[config.mk]
export PLATFORM = sky130hd
export DESIGN_NAME = lock_sequencer_flat
export DESIGN_NICKNAME = d
export VERILOG_FILES = /design/src/rtl/lock_sequencer_pkg.sv /design/src/rtl/lock_sequencer_if.sv /design/src/rtl/lock_sequencer_timer.sv /design/src/rtl/lock_sequencer.sv /design/src/flat_wrapper.sv
export SDC_FILE = /design/constraint.sdc
export NUM_CORES = 1
export LEC_CHECK = 0
export ABC_AREA = 1
export BUFFER_PORTS_ARGS = -buffer_cell sky130_fd_sc_hd__clkbuf_2
export CORE_UTILIZATION = 61
export CTS_CLUSTER_SIZE = 30
export DETAILED_ROUTE_END_ITERATION = 10
export PLACE_DENSITY = 0.79
export RECOVER_POWER = 100
export REMOVE_ABC_BUFFERS = 1
export SETUP_SLACK_MARGIN = 0.5
export SLEW_MARGIN = 20
export SYNTH_ARGS = -nofsm -noshare
export SYNTH_HDL_FRONTEND = slang
export SYNTH_SLANG_ARGS = --single-unit
export TNS_END_PERCENT = 50
[constraint.sdc]
create_clock -name clk -period 2.4 [get_ports clk]
set_input_delay 0.48 -clock clk [delete_from_list [all_inputs] [get_ports clk]]
set_output_delay 0.48 -clock clk [all_outputs]
set_load 0.005 [all_outputs]
[src/rtl/lock_sequencer_pkg.sv]
// lock_pkg: shared types and defaults for the lock sequencer slice.
//   state_t       - sequencer state (IDLE, UNLOCKED, LOCKOUT), 2-bit encoding
//   DEF_*         - default parameter values
//   fail_w()      - width of the consecutive-failure counter
package lock_pkg;

  typedef enum logic [1:0] {
    IDLE     = 2'd0,
    UNLOCKED = 2'd1,
    LOCKOUT  = 2'd2
  } state_t;

  localparam int unsigned DEF_MAX_FAILS      = 3;
  localparam int unsigned DEF_UNLOCK_CYCLES  = 1000;
  localparam int unsigned DEF_LOCKOUT_CYCLES = 5000;
  localparam int unsigned DEF_TIMER_W        = 16;

  // Bits needed to hold 0..max_fails.
  function automatic int unsigned fail_w(input int unsigned max_fails);
    return $clog2(max_fails + 1);
  endfunction

endpackage

[src/rtl/lock_sequencer_if.sv]
// lock_sequencer_if: attempt handshake between the password comparator and
// the lock sequencer.
//   cmp_valid    - one-cycle strobe, cmp_mismatch is valid this cycle
//   cmp_mismatch - 0 = password matched, 1 = wrong password
//   ready        - sequencer will accept an attempt
// master = comparator side, slave = sequencer side.
interface lock_sequencer_if;
  logic cmp_valid;
  logic cmp_mismatch;
  logic ready;

  modport master (output cmp_valid, output cmp_mismatch, input ready);
  modport slave  (input cmp_valid, input cmp_mismatch, output ready);
endinterface

[src/rtl/lock_sequencer_timer.sv]
// lock_timer: loadable down-counter shared by the UNLOCKED and LOCKOUT
// intervals. Stops at zero rather than wrapping.
//   clk, reset - clock, synchronous active-high reset (count -> 0)
//   load       - load load_val (has priority over en)
//   load_val   - value to load
//   en         - decrement while non-zero
//   zero       - count == 0
module lock_timer
  import lock_pkg::*;
#(
  parameter int unsigned TIMER_W = DEF_TIMER_W
) (
  input  logic               clk,
  input  logic               reset,
  input  logic               load,
  input  logic [TIMER_W-1:0] load_val,
  input  logic               en,
  output logic               zero
);

  logic [TIMER_W-1:0] count;

  always_ff @(posedge clk) begin
    if (reset)
      count <= '0;
    else if (load)
      count <= load_val;
    else if (en && count != '0)
      count <= count - TIMER_W'(1);
  end

  assign zero = (count == '0);

endmodule

[src/rtl/lock_sequencer.sv]
// lock_sequencer: consumes comparator results, drives a timed unlock pulse,
// counts consecutive failures and enforces a timed lockout.
//   clk, reset  - clock, synchronous active-high reset
//   cmp         - attempt handshake (cmp_valid, cmp_mismatch, ready)
//   relock      - early relock while unlocked
//   alarm_ack   - clears alarm (optional feature only)
//   unlock      - actuator enable, UNLOCK_CYCLES long
//   locked_out  - high for LOCKOUT_CYCLES after MAX_FAILS consecutive misses
//   fail_count  - consecutive failures, saturating at MAX_FAILS
//   alarm       - intrusion alarm
// Optional feature: define LOCK_SEQUENCER_ALARM_EN to latch alarm on lockout
// entry until alarm_ack; otherwise alarm is constant 0.
// All outputs are registered from the next-state decode.
module lock_sequencer
  import lock_pkg::*;
#(
  parameter int unsigned MAX_FAILS      = DEF_MAX_FAILS,
  parameter int unsigned UNLOCK_CYCLES  = DEF_UNLOCK_CYCLES,
  parameter int unsigned LOCKOUT_CYCLES = DEF_LOCKOUT_CYCLES,
  parameter int unsigned TIMER_W        = DEF_TIMER_W
) (
  input  logic                           clk,
  input  logic                           reset,
  lock_sequencer_if.slave                cmp,
  input  logic                           relock,
  input  logic                           alarm_ack,
  output logic                           unlock,
  output logic                           locked_out,
  output logic [fail_w(MAX_FAILS)-1:0]   fail_count,
  output logic                           alarm
);

  localparam int unsigned FAIL_W = fail_w(MAX_FAILS);
  localparam logic [FAIL_W-1:0] MAX_F = FAIL_W'(MAX_FAILS);

  if (MAX_FAILS < 1 ||
      UNLOCK_CYCLES < 1 || longint'(UNLOCK_CYCLES) >= (longint'(1) << TIMER_W) ||
      LOCKOUT_CYCLES < 1 || longint'(LOCKOUT_CYCLES) >= (longint'(1) << TIMER_W)) begin : g_param_check
    $error("lock_sequencer: illegal parameter combination");
  end

  state_t              state, next_state;
  logic [FAIL_W-1:0]   fail_next;
  logic [FAIL_W-1:0]   fail_inc;
  logic                tmr_load;
  logic [TIMER_W-1:0]  tmr_val;
  logic                tmr_zero;

  lock_timer #(.TIMER_W(TIMER_W)) u_timer (
    .clk      (clk),
    .reset    (reset),
    .load     (tmr_load),
    .load_val (tmr_val),
    .en       (state != IDLE),
    .zero     (tmr_zero)
  );

  // fail_count never exceeds MAX_FAILS-1 while in IDLE, so this cannot wrap.
  assign fail_inc = fail_count + FAIL_W'(1);

  always_ff @(posedge clk) begin
    if (reset)
      state <= IDLE;
    else
      state <= next_state;
  end

  always_comb begin
    next_state = state;
    fail_next  = fail_count;
    tmr_load   = 1'b0;
    tmr_val    = '0;
    case (state)
      IDLE: begin
        if (cmp.cmp_valid) begin
          if (!cmp.cmp_mismatch) begin
            next_state = UNLOCKED;
            fail_next  = '0;
            tmr_load   = 1'b1;
            tmr_val    = TIMER_W'(UNLOCK_CYCLES - 1);
          end else if (fail_inc == MAX_F) begin
            next_state = LOCKOUT;
            fail_next  = MAX_F;
            tmr_load   = 1'b1;
            tmr_val    = TIMER_W'(LOCKOUT_CYCLES - 1);
          end else begin
            fail_next  = fail_inc;
          end
        end
      end
      UNLOCKED: begin
        if (tmr_zero || relock)
          next_state = IDLE;
      end
      LOCKOUT: begin
        if (tmr_zero) begin
          next_state = IDLE;
          fail_next  = '0;
        end
      end
      default: next_state = IDLE;
    endcase
  end

  always_ff @(posedge clk) begin
    if (reset) begin
      cmp.ready  <= 1'b1;
      unlock     <= 1'b0;
      locked_out <= 1'b0;
      fail_count <= '0;
    end else begin
      cmp.ready  <= (next_state == IDLE);
      unlock     <= (next_state == UNLOCKED);
      locked_out <= (next_state == LOCKOUT);
      fail_count <= fail_next;
    end
  end

`ifdef LOCK_SEQUENCER_ALARM_EN
  // Lockout entry takes priority over a coincident acknowledge.
  always_ff @(posedge clk) begin
    if (reset)
      alarm <= 1'b0;
    else if (state == IDLE && next_state == LOCKOUT)
      alarm <= 1'b1;
    else if (alarm_ack)
      alarm <= 1'b0;
  end
`else
  logic unused_alarm_ack;
  assign unused_alarm_ack = alarm_ack;
  assign alarm = 1'b0;
`endif

endmodule
[src/flat_wrapper.sv]
// flat-port wrapper written by rule: the top's interface ports become plain ports
module lock_sequencer_flat import lock_pkg::*;
#(
  parameter int unsigned MAX_FAILS      = DEF_MAX_FAILS,
  parameter int unsigned UNLOCK_CYCLES  = DEF_UNLOCK_CYCLES,
  parameter int unsigned LOCKOUT_CYCLES = DEF_LOCKOUT_CYCLES,
  parameter int unsigned TIMER_W        = DEF_TIMER_W
)
  (clk, reset, relock, alarm_ack, unlock, locked_out, fail_count, alarm, cmp_cmp_valid, cmp_cmp_mismatch, cmp_ready);
  lock_sequencer_if cmp_i ();
  input  logic clk;
  input  logic reset;
  input  logic relock;
  input  logic alarm_ack;
  output logic unlock;
  output logic locked_out;
  output logic [fail_w(MAX_FAILS)-1:0] fail_count;
  output logic alarm;
  input wire logic [$bits(cmp_i.cmp_valid)-1:0] cmp_cmp_valid;
  input wire logic [$bits(cmp_i.cmp_mismatch)-1:0] cmp_cmp_mismatch;
  output wire logic [$bits(cmp_i.ready)-1:0] cmp_ready;
  assign cmp_i.cmp_valid = cmp_cmp_valid;
  assign cmp_i.cmp_mismatch = cmp_cmp_mismatch;
  assign cmp_ready = cmp_i.ready;
  lock_sequencer #(.MAX_FAILS(MAX_FAILS), .UNLOCK_CYCLES(UNLOCK_CYCLES), .LOCKOUT_CYCLES(LOCKOUT_CYCLES), .TIMER_W(TIMER_W)) u_core (.clk(clk), .reset(reset), .cmp(cmp_i), .relock(relock), .alarm_ack(alarm_ack), .unlock(unlock), .locked_out(locked_out), .fail_count(fail_count), .alarm(alarm));
endmodule
-- Word level (Yosys, flattened, before mapping)
Index checks and enable logic that the tools add are counted.
- bits in registers: 23
- latch bits: 0
- memory bits (writable): 0
- ROM bits: 0
- input bits: 6
- output and inout port bits: 6
- word-level logic and storage cells: 46
- memories kept: 0
- add/subtract/negate cells: 2
- multiply operators: 0
- div/mod/pow operators: 0
- order comparisons: 0
- equality and inequality tests: 7
- shift operators: 0
- muxes and demuxes: 21
- bitwise operators: 0
- reductions and logical operators: 10
- operators with widths (operator ; number):
    2-to-1 mux 16 bit ; 5
    2-to-1 mux 2 bit ; 9
    logical NOT 16 bit ; 1
    nonzero test 16 bit ; 1
    subtractor 16 x 1 -> 16 bit, second input constant ; 1
    2-to-1 mux 13 bit ; 1
    equality test 2 bit, second input constant ; 3
    one-hot mux 2 bit (3 select lines) ; 1
    nonzero test 2 bit ; 3
    equality test 2 x 1 -> 1 bit, second input constant ; 2
    logical NOT 2 bit ; 2
    2-to-1 mux 1 bit ; 4
    one-hot mux 2 bit (2 select lines) ; 1
    AND reduction 3 bit ; 1
    adder 2 x 1 -> 2 bit, second input constant ; 1
    != test 2 x 1 -> 1 bit, second input constant ; 1
    != test 2 bit, second input constant ; 1
    logical AND 1 bit ; 1
    logical OR 1 bit ; 1

-- Logic depth before layout (Yosys ltp)
- depth in word-level cells: 7
- depth in mapped cells: 11
- mapped depth without buffers: 10

-- By module
From an unflattened synthesis, not the netlist that was laid out.
- cells, all modules: 264
- area total of the unflattened synthesis: 1571.5 um^2
- by module, submodules not included (module ; instances ; cells an instance ; area each (um^2) ; seq. area each (um^2)):
    lock_timer ; 1 ; 212 ; 1194.9 ; 320.3
    lock_sequencer ; 1 ; 52 ; 376.6 ; 140.1

-- Worst setup path before layout
Ideal clock, no wire load.
- kind: flip-flop to flip-flop
- start point: register u_core.u_timer.count[0]
- end point: register u_core.u_timer.count[12]
- library setup time: 115 ps
- arrival time: 1319 ps
- required time: 2285 ps
- slack: 966 ps
- cell stages (with the launch flop): 10
- path buffers: 0
- clock period less this slack: 1434 ps
- cells stage by stage: dfxtp_1 -> inv_1 -> ha_1 -> nand2_2 -> nor2_1 -> inv_1 -> nor2_1 -> nand3_1 -> a21oi_1 -> nor2_1
- word-level cells in the longest chain between the ends: 3
- elaborated cells on any way between the ends: 6
- classes of those cells: add/sub (1); mux (2); reduce/logical (3)
- RTL lines (element ; RTL line ; source):
    start, declared ; lock_sequencer_timer.sv:21 ; logic [TIMER_W-1:0] count;
    start signal, assigned ; lock_sequencer_timer.sv:27 ; count <= load_val;
    start signal, assigned ; lock_sequencer_timer.sv:29 ; count <= count - TIMER_W'(1);
    subtractor 16 x 1 -> 16 bit / nonzero test 16 bit (equally long branches) ; lock_sequencer_timer.sv:29, lock_sequencer_timer.sv:28 ;
    2-to-1 mux 16 bit / logical AND 1 bit (equally long branches) ; lock_sequencer_timer.sv:28 ; else if (en && count != '0)
    2-to-1 mux 16 bit / nonzero test 2 bit (equally long branches) ; -- ;
Several ways; a longest one is shown, not always the timed one. The select of a mux whose other input is x is not followed.
A chain may end at the register's enable or synchronous reset.

-- Worst setup path after layout
- start point: register u_core.u_timer.count[0]
- end point: register u_core.u_timer.count[9]
Same word-level chain as after synthesis.

==> PnR_summary.wiki <==
{| class="wikitable"
! Metric !! Value
|-
| Die footprint || 2360 um2
|-
| Endpoint of the worst setup timing path || u_core.u_timer.count[9]
|-
| Layout fillers || 191
|-
| Row count || 16
|-
| Unique cell type count in the Yosys netlist || 28
|-
| Launch instance of the worst register-to-register path || u_core.u_timer.count[0]
|-
| Most frequent CP cell || sky130_fd_sc_hd__nand2_1
|-
| Source of the critical timing path || u_core.u_timer.count[0]
|-
| Worst setup slack after layout || 544 ps
|-
| Clock period minus final worst setup slack || 1860 ps
|-
| Most common cell in the synthesized netlist || sky130_fd_sc_hd__nand2_1
|-
| Final GP Congestion || 0.923
|-
| Drc violations || 0
|-
| First drt pass iteration count || 7
|-
| Run status || completed
|-
| Prevailing post-synth register cell || sky130_fd_sc_hd__dfxtp_1
|-
| Clock root buffer master || sky130_fd_sc_hd__clkbuf_4
|-
| Cells taking the most area after synthesis || sky130_fd_sc_hd__dfxtp_1, sky130_fd_sc_hd__nand2_1, sky130_fd_sc_hd__nor2_1
|-
| Synthesized instance count || 203
|-
| Final global-route overflow total || 0
|-
| Pin count of the biggest net entering global routing || 17
|-
| Leakage component of the power || 0.000627 uW
|-
| Post_cts resized || 0
|-
| Average vias per placed instance || 5.35
|-
| Buf/Inv on CP || 2
|-
| Post-synthesis instance area || 1320 um2
|-
| Worst Setup Path Type || flop to flop
|-
| Kind of cell adding the most delay to the critical path || simple AND/OR/NAND/NOR gates
|-
| Total core area || 2000 um2
|-
| Register-to-register setup slack || 540 ps
|-
| Routed wire length per instance || 11.7 um
|-
| Number of buffers on the longest clock path || 2
|-
| Count of routing violations after the opening detailed-route iteration || 29
|-
| Sequential element share of the synthesized area || 34.8%
|-
| Number of warning messages in the yosys log || 0
|-
| Synthesized area divided by synthesized cell count || 6.52 um2
|-
| Layout overhead on the synthesized area || 4.73%
|-
| Number of nets with antenna violations after detailed routing || 0
|-
| Die Height || 48.6 um
|-
| RSZ-0062 raised after global routing || false
|-
| Final hold violations || 0
|-
| Reg-to-Reg End || u_core.u_timer.count[9]
|-
| Share of cells above drive strength 1 || 11.4%
|-
| Number of buffers added by the clock tree synthesis step || 3
|-
| Length in cells of the worst reg-to-reg path || 10
|-
| Worst hold path type || input pin to flop
|-
| Layout net count || 220
|-
| Cell at the slowest stage of the critical path || sky130_fd_sc_hd__dfxtp_1
|-
| Share of Yosys cell area claimed by the top area cell type || 34.8%
|-
| # Post-CTS Setup Buffers || 0
|-
| Post-CTS clock slew at the launch and capture registers of the worst setup and hold paths || 140 ps
|-
| Maximum fanout along the worst path || 15
|-
| Largest area contributor in the netlist || sky130_fd_sc_hd__dfxtp_1
|-
| Final period util || 77.3%
|-
| Chip width || 48.6 um
|-
| Wire length of the first global-routing pass || 4.88 mm
|-
| Number of synthesized flops with an enable pin || 0
|-
| Peak per-stage delay on the critical path || 360 ps
|-
| Async SR Flop Fraction || 0%
|-
| Final TNS setup || 0 ps
|-
| Setup crit start kind || flop
|-
| Global routing usage summed across all routing layers || 26.5%
|-
| Number of primary I/O pins || 12
|-
| Data arrival time of the critical path || 2050 ps
|-
| Num Clock Sinks || 23
|-
| Maximum achievable frequency || 0.539 GHz
|-
| Post-CTS Hold Buffers || 0
|-
| # Max-Cap Violations || 0
|-
| Initial antenna violation count || 0
|-
| Category of the worst setup path capture point || flop
|-
| Worst Skew || 13.6 ps
|-
| Final max-slew violation count || 0
|-
| Effective utilization at floorplan || 66.1%
|-
| Register bit total from synthesis || 23
|-
| CP Data Required Time || 2590 ps
|-
| Cell chain of the critical path || inv_1 -> ha_1 -> nand2_1 -> nor2_1 -> nand2_1 -> nand2_1 -> nand2_4 -> clkinv_2 -> nand2_1 -> a21oi_1
|-
| H-tree depth reported by CTS || 1
|-
| Detail Placement HPWL || 2.09 mm
|-
| Worst setup slack before clock tree synthesis || 649 ps
|-
| Buffers on Ports || 9
|-
| Routed Wire Length || 2.77 mm
|-
| Clock tree from TritonCTS || done
|-
| Count of endpoints failing setup in the final report || 0
|-
| Power density relative to cell area || 843 nW/um2
|-
| Clk_lat worst skew || 320 ps
|-
| Largest vdd supply drop || 0.000557 V
|-
| Logic depth of the worst path, buffers included || 10
|-
| Top cells by instance count after synthesis || sky130_fd_sc_hd__nand2_1, sky130_fd_sc_hd__nor2_1, sky130_fd_sc_hd__dfxtp_1, sky130_fd_sc_hd__inv_1, sky130_fd_sc_hd__a21oi_1
|-
| Total inserted antenna cells || 0
|-
| Vias post-DR || 1274
|-
| Number of global-route vias before repair || 1188
|}
## area by class of cell
type | count | area (um2) | share of cell area, %
clock buffers | 3 | 22.5 | 1.62
clock inverters | 1 | 5.00 | 0.361
multi-input cells | 149 | 718 | 51.8
inverters | 25 | 95.1 | 6.86
well taps | 27 | 33.8 | 2.44
flip-flops and latches | 23 | 460 | 33.2
repair buffers | 10 | 51.3 | 3.70
## worst min-delay path by stage
stage	start	endpoint	slack [ps]	cells after the start
finish	relock	u_core.state[0]	440	4
global route	relock	u_core.state[0]	460	4
CTS	relock	u_core.state[0]	450	4
detailed placement	u_core.u_timer.count[1]	u_core.u_timer.count[1]	480	2
global placement	u_core.fail_count[0]	u_core.fail_count[0]	460	2
floorplan	u_core.u_timer.count[1]	u_core.u_timer.count[1]	450	2
## flip-flops by register name, indices dropped and copies added (netlist names)
name and flops:
u_core.locked_out 1, u_core.u_timer.count 16, u_core.state 2, u_core.cmp.ready 1, u_core.fail_count 2, u_core.unlock 1
## where the power goes
part / switching, uW / leakage [uW] / total (uW) / internal (uW)
clock: 122 / 0.0000177 / 185 / 62.4
sequential: 51.3 / 0.000188 / 480 / 429
combinational: 325 / 0.000421 / 504 / 179
total: 499 / 0.000627 / 1170 / 670
## routing by layer
metal	part of all wire, %	global-route usage (%)	vias to the layer above
li1	-	-	664
met1	46	34.5	565
met2	46	43.7	40
met3	6.3	4.09	5
met4	1.4	10.8	0
met5	0	0	-
## logic make-up after synthesis
group,count (synthesis),synth area share [%]
AO/OA/AOI/OAI,34,14.2
XOR/XNOR,4,2.65
adder cells (fa/ha/maj),2,1.89
buffers and inverters,31,10.1
flip-flops,23,34.8
other,1,0.283
AND/OR/NAND/NOR,108,36.1
## through the flow
stage | std cells | hold WS, ps | utilization (%) | area, um2 | power (uW)
3_5_place_dp | 234 | 477 | 68.5 | 1370 | 1010
2_1_floorplan | 197 | 448 | - | 1280 | 897
3_3_place_gp | 234 | 462 | 68.5 | 1370 | 983
6_report | 238 | 439 | 69.3 | 1390 | 1170
5_1_grt | 238 | 463 | 69.3 | 1390 | 1270
4_1_cts | 238 | 446 | 69.9 | 1400 | 1190
## cell usage in the layout, fill, tap and decap left out, types with 2 or more instances in the layout
master	synthesis	layout
sky130_fd_sc_hd__nor2_1	30	31
sky130_fd_sc_hd__inv_1	23	23
sky130_fd_sc_hd__xnor2_1	2	2
sky130_fd_sc_hd__clkbuf_2	0	8
sky130_fd_sc_hd__nand4_1	3	3
sky130_fd_sc_hd__a21oi_1	20	21
sky130_fd_sc_hd__o21ai_0	5	5
sky130_fd_sc_hd__ha_1	2	2
sky130_fd_sc_hd__nand3_1	13	13
sky130_fd_sc_hd__nand2_1	49	52
sky130_fd_sc_hd__nor2_2	4	4
sky130_fd_sc_hd__clkbuf_4	0	3
sky130_fd_sc_hd__o21ai_1	4	4
sky130_fd_sc_hd__a21oi_2	3	2
sky130_fd_sc_hd__clkinv_2	1	2
sky130_fd_sc_hd__dfxtp_1	23	23
sky130_fd_sc_hd__nand3b_1	2	2
sky130_fd_sc_hd__xor2_1	2	2
## tightest hold or removal path, cell delays in order
cell and delay (ps):
sky130_fd_sc_hd__clkbuf_2 80, sky130_fd_sc_hd__nor2_1 30, sky130_fd_sc_hd__nand3_1 80, sky130_fd_sc_hd__a21oi_1 60
No activity file was read; power rests on OpenSTA's default activity.
